==> src/rtl/seg_pkg.sv <==
// Shared segment constants for the scanned seven-segment driver: bit positions,
// blank pattern, hex glyph table and the register-file entry layout.
package seg_pkg;

  localparam int SEG_A  = 7;
  localparam int SEG_B  = 6;
  localparam int SEG_C  = 5;
  localparam int SEG_D  = 4;
  localparam int SEG_E  = 3;
  localparam int SEG_F  = 2;
  localparam int SEG_G  = 1;
  localparam int SEG_DP = 0;

  localparam logic [7:0] SEG_BLANK = 8'h00;

  // Glyphs {a,b,c,d,e,f,g,dp}; b and d are lowercase so they differ from 8 and 0.
  localparam logic [7:0] HEX_TABLE [16] = '{
    8'hFC, 8'h60, 8'hDA, 8'hF2, 8'h66, 8'hB6, 8'hBE, 8'hE0,
    8'hFE, 8'hF6, 8'hEE, 8'h3E, 8'h9C, 8'h7A, 8'h9E, 8'h8E
  };

  typedef struct packed {
    logic       vld;
    logic [7:0] pat;
  } entry_t;

endpackage

==> src/rtl/seg_hex_decode.sv <==
// Combinational hex-to-seven-segment decoder used on the write/shift path.
module seg_hex_decode
  import seg_pkg::*;
(
  input  logic [3:0] hex,
  output logic [7:0] seg
);

  // Table lookup; every 4-bit code has a glyph.
  always_comb begin
    seg = HEX_TABLE[hex];
  end

endmodule

==> src/rtl/seg_scan_driver.sv <==
// Two-bank multiplexed seven-segment driver: N-entry pattern store with write,
// scroll and clear, plus a shared prescaler and scan index driving both banks.
module seg_scan_driver
  import seg_pkg::*;
#(
  parameter int DIGITS_PER_BANK = 4,
  parameter int SCAN_DIV        = 100000
) (
  input  logic                                 clk,
  input  logic                                 rst_n,
  input  logic                                 en,
  input  logic                                 clr,
  input  logic                                 wr_en,
  input  logic [$clog2(2*DIGITS_PER_BANK)-1:0] wr_addr,
  input  logic                                 wr_raw,
  input  logic [7:0]                           wr_data,
  input  logic                                 wr_dp,
  input  logic                                 shift_en,
  output logic [7:0]                           a_to_g_left,
  output logic [7:0]                           a_to_g_right,
  output logic [DIGITS_PER_BANK-1:0]           leftseg,
  output logic [DIGITS_PER_BANK-1:0]           rightseg,
  output logic                                 frame_tick
);

  localparam int N  = 2 * DIGITS_PER_BANK;
  localparam int AW = $clog2(N);
  localparam int CW = $clog2(SCAN_DIV);
  localparam int KW = $clog2(DIGITS_PER_BANK);
  localparam logic [DIGITS_PER_BANK-1:0] SEL_MSB = {1'b1, {(DIGITS_PER_BANK-1){1'b0}}};

  logic [CW-1:0]              cnt_r;
  logic [KW-1:0]              k_r;
  entry_t                     mem_r     [N];
  entry_t                     mem_nxt_s [N];
  logic [7:0]                 dec_s;
  logic [7:0]                 new_pat_s;
  logic                       slot_end_s;
  logic                       k_wrap_s;
  entry_t                     left_ent_s;
  entry_t                     right_ent_s;
  logic [7:0]                 left_seg_s;
  logic [7:0]                 right_seg_s;
  logic [DIGITS_PER_BANK-1:0] left_sel_s;
  logic [DIGITS_PER_BANK-1:0] right_sel_s;

  seg_hex_decode u_dec (
    .hex (wr_data[3:0]),
    .seg (dec_s)
  );

  // Pattern entering the store, shared by direct writes and scroll-in.
  always_comb begin
    new_pat_s         = wr_raw ? wr_data : dec_s;
    new_pat_s[SEG_DP] = new_pat_s[SEG_DP] | wr_dp;
  end

  assign slot_end_s = (cnt_r == CW'(SCAN_DIV - 1));
  assign k_wrap_s   = (k_r == KW'(DIGITS_PER_BANK - 1));

  // Prescaler and scan index; k only moves on the last prescaler count.
  always_ff @(posedge clk or negedge rst_n) begin
    if (!rst_n) begin
      cnt_r <= '0;
      k_r   <= '0;
    end else if (slot_end_s) begin
      cnt_r <= '0;
      k_r   <= k_wrap_s ? KW'(0) : k_r + KW'(1);
    end else begin
      cnt_r <= cnt_r + CW'(1);
      k_r   <= k_r;
    end
  end

  // Store update; lower-priority requests in the same cycle are dropped.
  always_comb begin
    for (int i = 0; i < N; i++) begin
      mem_nxt_s[i] = mem_r[i];
    end
    if (clr) begin
      for (int i = 0; i < N; i++) begin
        mem_nxt_s[i] = '{vld: 1'b0, pat: SEG_BLANK};
      end
    end else if (shift_en) begin
      for (int i = 0; i < N - 1; i++) begin
        mem_nxt_s[i] = mem_r[i+1];
      end
      mem_nxt_s[N-1] = '{vld: 1'b1, pat: new_pat_s};
    end else if (wr_en && (32'(wr_addr) < N)) begin
      mem_nxt_s[wr_addr] = '{vld: 1'b1, pat: new_pat_s};
    end else begin
      mem_nxt_s[0] = mem_r[0];
    end
  end

  // Register file.
  always_ff @(posedge clk or negedge rst_n) begin
    if (!rst_n) begin
      for (int i = 0; i < N; i++) begin
        mem_r[i] <= '{vld: 1'b0, pat: SEG_BLANK};
      end
    end else begin
      for (int i = 0; i < N; i++) begin
        mem_r[i] <= mem_nxt_s[i];
      end
    end
  end

  assign left_ent_s  = mem_r[AW'(k_r)];
  assign right_ent_s = mem_r[AW'(k_r) + AW'(DIGITS_PER_BANK)];

  // Per-bank drive: blank entries and a disabled display turn the digit fully off.
  always_comb begin
    left_seg_s  = SEG_BLANK;
    left_sel_s  = '0;
    right_seg_s = SEG_BLANK;
    right_sel_s = '0;
    if (en && left_ent_s.vld) begin
      left_seg_s = left_ent_s.pat;
      left_sel_s = SEL_MSB >> k_r;
    end else begin
      left_seg_s = SEG_BLANK;
    end
    if (en && right_ent_s.vld) begin
      right_seg_s = right_ent_s.pat;
      right_sel_s = SEL_MSB >> k_r;
    end else begin
      right_seg_s = SEG_BLANK;
    end
  end

  // Output registers; frame_tick coincides with k wrapping to 0.
  always_ff @(posedge clk or negedge rst_n) begin
    if (!rst_n) begin
      a_to_g_left  <= SEG_BLANK;
      a_to_g_right <= SEG_BLANK;
      leftseg      <= '0;
      rightseg     <= '0;
      frame_tick   <= 1'b0;
    end else begin
      a_to_g_left  <= left_seg_s;
      a_to_g_right <= right_seg_s;
      leftseg      <= left_sel_s;
      rightseg     <= right_sel_s;
      frame_tick   <= slot_end_s && k_wrap_s;
    end
  end

endmodule

==> config.mk <==
export PLATFORM = sky130hd
export DESIGN_NAME = seg_scan_driver
export DESIGN_NICKNAME = d
export VERILOG_FILES = /design/src/rtl/seg_pkg.sv /design/src/rtl/seg_hex_decode.sv /design/src/rtl/seg_scan_driver.sv
export SDC_FILE = /design/constraint.sdc
export NUM_CORES = 1
export LEC_CHECK = 0
export CORE_ASPECT_RATIO = 1.25
export CORE_MARGIN = 1
export CORE_UTILIZATION = 40
export CTS_CLUSTER_SIZE = 24
export DETAILED_ROUTE_END_ITERATION = 6
export HOLD_SLACK_MARGIN = 0.06
export PLACE_DENSITY = 0.55
export SYNTH_ARGS = -nofsm -noshare
export SYNTH_HDL_FRONTEND = slang
export SYNTH_SLANG_ARGS = --single-unit
==> constraint.sdc <==
create_clock -name clk -period 2.2 [get_ports clk]
set_input_delay 0.22 -clock clk [delete_from_list [all_inputs] [get_ports clk]]
set_output_delay 0.22 -clock clk [all_outputs]
set_load 0.05 [all_outputs]
=== Word-level counts from Yosys, hierarchy flattened ===
Memories as Yosys holds them, arrays and structs flattened.
Cells that the tools add are included.

* Add/sub/neg operators: 3
* Magnitude comparators: 5
* Equal/unequal tests: 2
* Shift operators: 1
* Multiplexer cells: 22
* Bitwise operators: 5
* Reduce and logical (&&, ||, !) cells: 5

{| class="wikitable"
|+ Operators with widths
! operator !! count
|-
| 2-to-1 mux 72 bit || 2
|-
| bitwise mux 72 bit || 1
|-
| 2-to-1 mux 63 bit || 1
|-
| binary-select mux 9 bit (select 3 bit) || 2
|-
| 2-to-1 mux 9 bit || 6
|-
| 2-to-1 mux 8 bit || 5
|-
| demux 9 bit (select 3 bit) || 1
|-
| adder 17 x 1 -> 17 bit, second input constant || 1
|-
| == test 17 bit, second input constant || 1
|-
| 2-to-1 mux 17 bit || 1
|-
| >= comparator 4 bit, second input constant || 3
|-
| 2-to-1 mux 4 bit || 2
|-
| inverter 3 -> 4 bit || 2
|-
| >= comparator 5 bit, second input constant || 1
|-
| inverter 4 -> 5 bit || 1
|-
| logical AND 1 bit || 4
|-
| < comparator 4 x 1 -> 1 bit, second input constant || 1
|-
| inverter 2 -> 4 bit || 1
|-
| right shift 4 x 2 -> 4 bit, first input constant || 1
|-
| adder 2 x 3 -> 3 bit, second input constant || 1
|-
| nonzero test 3 bit || 1
|-
| adder 2 x 1 -> 2 bit, second input constant || 1
|-
| == test 2 bit, second input constant || 1
|-
| 2-to-1 mux 2 bit || 1
|-
| bitwise OR 1 bit || 1
|}

* Register bits: 116
* ROM bits: 128
* Input port bits: 19
* Output and inout bits: 25
* Word-level logic and storage cells: 67
* Memories: 1

{| class="wikitable"
|+ Memory list
! memory !! depth !! width !! rd ports !! clocked after memory_dff !! write ports !! RTL line !! text
|-
| (name not given) || 16 || 8 || 1 || 0 || 0 || seg_hex_decode.sv:11 || <nowiki>seg = HEX_TABLE[hex];</nowiki>
|}

=== Longest topological paths before layout ===
Gate-level depths: netlist of the first run.

* Depth in word-level cells: 10
* Mapped depth: 7
* Mapped depth without buffers: 6

=== Cells and area by module ===
A second synthesis of the first run with hierarchy kept.

* Cells, all modules: 581
* Area, all modules: 6133.4 µm²

{| class="wikitable"
|+ Modules (own cells, without submodules)
! module !! instances !! cells an instance !! area an instance (µm²) !! seq. area each (µm²)
|-
| seg_scan_driver || 1 || 546 || 5833.1 || 2902.8
|-
| seg_hex_decode || 1 || 35 || 300.3 || 0.0
|}

=== Least setup slack after synthesis of the first run ===
Ideal clock, no wire load.

* Path type: reg-to-reg
* From: register k_r[1]
* To: register k_r[1]
* Library setup time: 0.125 ns
* Arrival: 1.472 ns
* Required time: 2.075 ns
* Setup slack: 0.603 ns
* Stages on the path, launching flop included: 6
* Clock period less this slack: 1.597 ns
* Cell sequence: dfrtp_1 buf_2 buf_2 inv_1 ha_1 mux2_2

* Longest elaborated chain between the ends: 2
* Elaborated cells between the ends (all ways): 3
* Those cells by class: add/sub (1); eq/ne (1); mux (1)

{| class="wikitable"
|+ RTL lines
! what !! RTL line !! text
|-
| start: declaration || seg_scan_driver.sv:33 || <nowiki>logic [KW-1:0] k_r;</nowiki>
|-
| start signal: assignment || seg_scan_driver.sv:68 || <nowiki>k_r <= k_wrap_s ? KW'(0) : k_r + KW'(1);</nowiki>
|-
| start signal: assignment || seg_scan_driver.sv:71 || <nowiki>k_r <= k_r;</nowiki>
|-
| adder 2 x 1 -> 2 bit or == test 2 bit (tied branches) || seg_scan_driver.sv:68, seg_scan_driver.sv:59 ||
|-
| 2-to-1 mux 2 bit * || seg_scan_driver.sv:68 ||
|}

Mark *: on every way between the ends. The rest lies on a longest branch, timed or not.
A chain may end at the register's enable or synchronous reset.

=== Worst setup path in the final report of the first run ===
* From: register cnt_r[0]
* To: register k_r[0]

* Longest elaborated chain between the ends: 1

{| class="wikitable"
|+ RTL lines
! what !! RTL line !! text
|-
| start: declaration || seg_scan_driver.sv:32 || <nowiki>logic [CW-1:0] cnt_r;</nowiki>
|-
| start signal: assignment || seg_scan_driver.sv:70 || <nowiki>cnt_r <= cnt_r + CW'(1);</nowiki>
|-
| == test 17 bit || seg_scan_driver.sv:58 || <nowiki>assign slot_end_s = (cnt_r == CW'(SCAN_DIV - 1));</nowiki>
|}

Every way passes these cells.

==> results of run 1 <==
## stage by stage
step / worst slack [ns] / cells / total power [mW]
CTS: 0.392 / 781 / 5.78
detailed placement: 0.0156 / 748 / 2.80
global route: 0.280 / 781 / 5.94
floorplan: 0.603 / 529 / 2.57
finish: 0.422 / 781 / 5.73
global placement: 0.0401 / 748 / 2.79
## cells by family (layout without fill, tap and decap cells)
kind of cell / count (synthesis) / after routing
simple gates: 167 / 167
fa+ha+maj: 11 / 11
mux: 24 / 24
buf+inv: 49 / 126
xor+xnor: 14 / 14
compound gates: 148 / 148
flops: 116 / 116
## cell type report
class                   count  area [sq um]  area share (%)
clock inverters             9           176            2.47
multi-input cells         364          2630            36.7
well taps                 175           219            3.06
clock buffers              23           458            6.40
inverters                  17          63.8           0.892
repair buffers             77           706            9.86
flip-flops and latches    116          2900            40.6
## what timing repair did
item,4_1_cts,5_1_grt
endpoints found under the setup margin,0,0
hold endpoints to repair,116,0
hold buffers,1,0
## critical path, cell delays in order, from the launching register on
cell	delay, ns
dfrtp_1	0.39
ha_1	0.24
and4_1	0.30
nand4_1	0.28
or3_1	0.39
o21ai_0	0.09
## worst min path at each step
| stage | end | slack, ns |
|---|---|---|
| CTS | mem_r[53] | 0.21 |
| global route | mem_r[53] | 0.23 |
| finish | mem_r[53] | 0.23 |
| global placement | cnt_r[14] | 0.36 |
| detailed placement | cnt_r[12] | 0.37 |
| floorplan | a_to_g_left[0] | -0.08 |
## report_power, final
part	switching, mW	total [mW]	internal (mW)
logic	0.292	0.480	0.188
registers	0.0616	2.28	2.22
clock network	0.930	2.97	2.04
## flip-flops by register name (all words and copies together), names as in the netlist
signal and flops:
leftseg 4, k_r 2, rightseg 4, a_to_g_left 8, cnt_r 17, frame_tick 1, a_to_g_right 8, mem_r 72
## cell usage in the layout (no fill, tap or decap), types with 6 or more instances in the layout
| master | Yosys | routed |
|---|---|---|
| nor2b_1 | 6 | 6 |
| nand3_1 | 7 | 7 |
| nand4_1 | 8 | 8 |
| o21ai_0 | 56 | 56 |
| nand2_1 | 55 | 55 |
| xnor2_1 | 10 | 10 |
| a21oi_1 | 15 | 15 |
| a32oi_1 | 19 | 19 |
| dfrtp_1 | 116 | 116 |
| inv_1 | 16 | 16 |
| nor3_1 | 9 | 9 |
| ha_1 | 11 | 11 |
| clkbuf_16 | 0 | 17 |
| mux4_2 | 19 | 19 |
| a22oi_1 | 24 | 24 |
| nor2_1 | 23 | 23 |
| clkdlybuf4s50_1 | 0 | 41 |
| buf_4 | 2 | 32 |
| and3_1 | 17 | 17 |
| o31ai_1 | 7 | 7 |
## metal layers
metal  routed length [um]  vias up
li1                     -     2111
met1                 5900     2259
met2                 7720      105
met3                  493       18
met4                  224        0
met5                    0        -
==> impl_metrics.ini, run 1 <==
[yosys]
synth-compound-area-share_pct = 17.0
yosys_warnings = 0
synthTopCellsByCount = dfrtp_1, o21ai_0, nand2_1
yosysMostFrequentCell = dfrtp_1
syn_avg_cell_area_sq_um = 10.9
seq_area_frac_synth_pct = 50.4
ys_async_sr_fraction_pct = 100
synth_top_cell_area_share_pct = 50.4
yosys.area.top_type = dfrtp_1
synth_top_family_by_area = compound AO/OA/AOI/OAI gates
synthTopCellsByArea = dfrtp_1, mux4_2, o21ai_0, nand2_1, a22oi_1
synth_ff_type = dfrtp_1
syn-num-nets = 559
synth_edf_count = 0
syn_inst = 529
synth.ff_latch_count = 116
synth_cell_types = 59
synth-xor-area-share_pct = 2.13
synthAdderAreaFrac_pct = 2.39
synthSimpleGateAreaFrac_pct = 15.7
synthMuxAreaShare_pct = 8.39
synth_area_sq_um = 5760

[worst_setup_path]
crit_fanout = 4
reg2reg_depth = 5
worst_setup_path_start_kind = flip-flop
worstReg2RegStart = cnt_r[0]
crit_start = cnt_r[0]
r2r_slack_ns = 0.42
endpoint_kind = flip-flop
crit_end = k_r[0]
cp.required_ns = 2.51
worst-setup-path-type = reg2reg
r2r_end = k_r[0]
arrival_ns = 2.09

[detailed_routing]
finalWirelength_um = 14300
viasPerCell = 5.75
num_vias = 4493
first_iter_violations = 328
antenna_left = 0
drcViolationCount = 0
first_pass_iters = 5
wl_per_cell_um = 18.4

[sta]
fmax_mhz = 563
fin_hold_ws_ns = 0.233
fin_setup_tns_ns = 0
fin_crit_ns = 1.78
rsz0062_at_grt = false
min_period_over_period_pct = 80.8
finalSetupViolCount = 0
worst_pin_slew_ns = 0.800
clock_skew_ns = 0.00715
relSlewSlack_pct = 46.6
hold_viol = 0
final_max_slew_viol_count = 0

[floorplan]
die_w_um = 109
fp-row-count = 48
die_y_um = 136
core_sq_um = 13900
initial_utilization_pct = 41.3
ioPinCount = 44
die-area_sq_um = 14900

[final_layout]
nNetsFinal = 623
utilization_pct = 51.3
final_cell_area_sq_um = 7150
antenna_cells = 0
fill_cells = 1285
area_delta_synth_final_pct = 24.2
drive_gt1_share_pct = 16.3

[cts]
cts_setup_buffers = 0
clkTransAtPathRegs_ns = 0.05
cts_buffer_depth = 2
cts_made_buffers = 17
cts_tree = built
cts-root-buf = clkbuf_16
cts.repair.resized = 0
htreeDepth = 4
cts_sinks = 116
insertion_delay_ns = 0.40

[global_route]
antenna_found_initial = 0
grt_pass1_wl_um = 23400
grt_overflow = 0
grt_util_met1_pct = 25.0
grt_use_met2_pct = 37.5
grt.busiest_layer = met2
first_global_vias = 4487
grt_usage_pct = 20.9
met3_usage_pct = 3.64
grt_max_degree = 117

[min_path]
worstHoldStart = shift_en
hold_depth = 3
hp-class = in2reg

[job]
maxCapViolations = 0

[placed_design]
dp_hpwl_um = 10100
place_area_sq_um = 6510
gp_congestion = 0.805
io_buffers = 43

[power_and_ir_drop]
ir_drop_mv = 0.518
leakagePower_nw = 3.11
p_per_area_nw_per_um2 = 800

[outcome]
status = complete, no violations
Power figures use the tool's default switching activity.
==> run 2, diff against run 1 <==
--- a/config.mk
+++ b/config.mk
@@ -11,7 +11,7 @@
 export CTS_CLUSTER_SIZE = 24
 export DETAILED_ROUTE_END_ITERATION = 6
 export HOLD_SLACK_MARGIN = 0.06
-export PLACE_DENSITY = 0.55
+export PLACE_DENSITY = 0.57
 export SYNTH_ARGS = -nofsm -noshare
 export SYNTH_HDL_FRONTEND = slang
 export SYNTH_SLANG_ARGS = --single-unit
==> constraint.sdc (replaced) <==
create_clock -name clk -period 1.5 [get_ports clk]
set_input_delay 0.15 -clock clk [delete_from_list [all_inputs] [get_ports clk]]
set_output_delay 0.15 -clock clk [all_outputs]
set_load 0.05 [all_outputs]
==> impl_metrics.ini, run 2 (same netlist as run 1, synthesis figures left out) <==
[final_layout]
largestRegisters = mem_r (72), cnt_r (17)
utilization_pct = 56.5
final_cell_area_sq_um = 7870
final_cell_mix = dfrtp_1, buf_4, o21ai_0, nand2_1, a22oi_1
final_common_cell = dfrtp_1
nNetsFinal = 687
antenna_cells = 0
drive_gt1_share_pct = 33.9
fin_cells = 845
top_register = mem_r
area_delta_synth_final_pct = 36.6
largest_reg_flops = 72

[power_and_ir_drop]
p_seq_share_pct = 38.3
p_per_area_nw_per_um2 = 1120
leakagePower_nw = 3.55
p_int_mw = 6.77
ir_drop_mv = 0.803
p_sw_share_pct = 22.9
p_sw_mw = 2.01
combPwrFrac_pct = 9.4
power_mw = 8.78
clkPwrFrac_pct = 52.3

[min_path]
hp-class = in2async

[cts]
cts_buffer_depth = 2
clkTransAtPathRegs_ns = 0.05
cts_tree = built
cts_sinks = 116
cts-root-buf = clkbuf_16
htreeDepth = 4
insertion_delay_ns = 0.41
cts_made_buffers = 17

[global_route]
grt_max_degree = 63
grt_usage_pct = 22.8
antenna_found_initial = 0
grt_overflow = 0
grt_util_met1_pct = 26.0
grt_pass1_wl_um = 25500
grt_use_met2_pct = 41.3
first_global_vias = 5054
met3_usage_pct = 4.99
grt.busiest_layer = met2

[sta]
setup_ws_ns = -0.0317
finalSetupViolCount = 5
rsz0062_at_grt = true
min_period_over_period_pct = 102
worst_pin_slew_ns = 0.468
clock_skew_ns = 0.00579
fin_crit_ns = 1.53
final_max_slew_viol_count = 0
hold_viol = 0
fmax_mhz = 653
relSlewSlack_pct = 68.7

[worst_setup_path]
cp.required_ns = 1.80
r2r_slack_ns = -0.03
crit_start = k_r[0]
worst_setup_path_start_kind = flip-flop
worst-setup-path-type = reg2reg
reg2reg_depth = 3
cpPeakStageDelay_ns = 0.66
endpoint_kind = flip-flop
cpMaxStageDelayCell = mux4_2
crit_chain = buf_12 -> mux4_2 -> and3_4
arrival_ns = 1.83
crit_fanout = 7
r2r_end = a_to_g_right[1]
worstReg2RegStart = k_r[0]
crit_end = a_to_g_right[1]

[floorplan]
initial_utilization_pct = 41.3
die-area_sq_um = 14900
ioPinCount = 44
die_y_um = 136
die_w_um = 109
core_sq_um = 13900
fp-row-count = 48

[detailed_routing]
num_vias = 4809
finalWirelength_um = 16000
first_pass_iters = 5
drcViolationCount = 0
viasPerCell = 5.69
wl_per_cell_um = 19.0
antenna_left = 0
first_iter_violations = 304

[placed_design]
dp_hpwl_um = 11100
place_area_sq_um = 6930
gp_congestion = 0.845
io_buffers = 43
pre_cts_ws_ns = -0.636
placed_cells = 806

[outcome]
status = complete, but fails checks
violations = negative setup slack

[job]
maxCapViolations = 0
run 2: cell count changes in the layout (fill, tap and decap cells not counted), sizes merged:
cell,change
dlymetal6s2s,+2
buf,+87
clkinvlp,+1
clkbuf,-4
inv,+2
clkdlybuf4s15,+1
bufinv,+1
clkdlybuf4s50,-29
dlygate4sd2,+1
mux4,+2
run 2: worst min-delay path by stage:
stage / slack, ns / cells after the start / end
2_1_floorplan: -0.15 / 0 / a_to_g_left[0]
3_3_place_gp: 0.06 / 1 / cnt_r[12]
3_5_place_dp: 0.07 / 1 / cnt_r[4]
4_1_cts: 0.19 / 2 / mem_r[45]
5_1_grt: 0.21 / 2 / mem_r[9]
6_report: 0.19 / 2 / cnt_r[4]
run 2: stage by stage:
step | setup TNS [ns] | hold slack (ns)
after floorplan | 0 | -0.146
after global placement | -26.07 | 0.0609
after detailed placement | -29.21 | 0.0727
after CTS | -0.141 | 0.188
after global routing | -0.604 | 0.206
final | -0.0931 | 0.189
run 2: power by group through the flow:
stage                     clock, mW  sequential [mW]  combinational [mW]
final                          4.60             3.36               0.825
after detailed placement          0             3.40               0.797
after floorplan                   0             3.38               0.390
after global routing           4.77             3.37               0.901
after CTS                      4.65             3.35               0.812
after global placement            0             3.39               0.781
run 2: critical path, delay by kind of cell, from the launching register on:
family,cells,cell delay (ns)
simple gates,1,0.24
flops,1,0.37
buf+inv,1,0.15
mux,1,0.66
run 2: layer usage:
metal	vias up	share of wire [%]	wire length [um]
li1	2244	-	-
met1	2416	40	6340
met2	120	54	8710
met3	29	3.4	547
met4	0	2.7	435
met5	-	0	0
run 2: what timing repair did:
| item | CTS | global route |
|---|---|---|
| pin swaps | 7 | 21 |
| cloned | 1 | 1 |
| resized for setup | 16 | 41 |
| endpoints found under the hold margin | 116 | 0 |
| setup endpoints to repair | 50 | 56 |
| buffers inserted | 2 | 3 |
| hold buffers | 1 | 0 |
run 2: cell type report:
class / instances / area (sq um)
inverters: 17 / 63.8
clock inverters: 13 / 228
well taps: 175 / 219
clock buffers: 19 / 443
multi-input cells: 366 / 2830
fillers: 1218 / 6060
flip-flops and latches: 116 / 2900
repair buffers: 139 / 1180
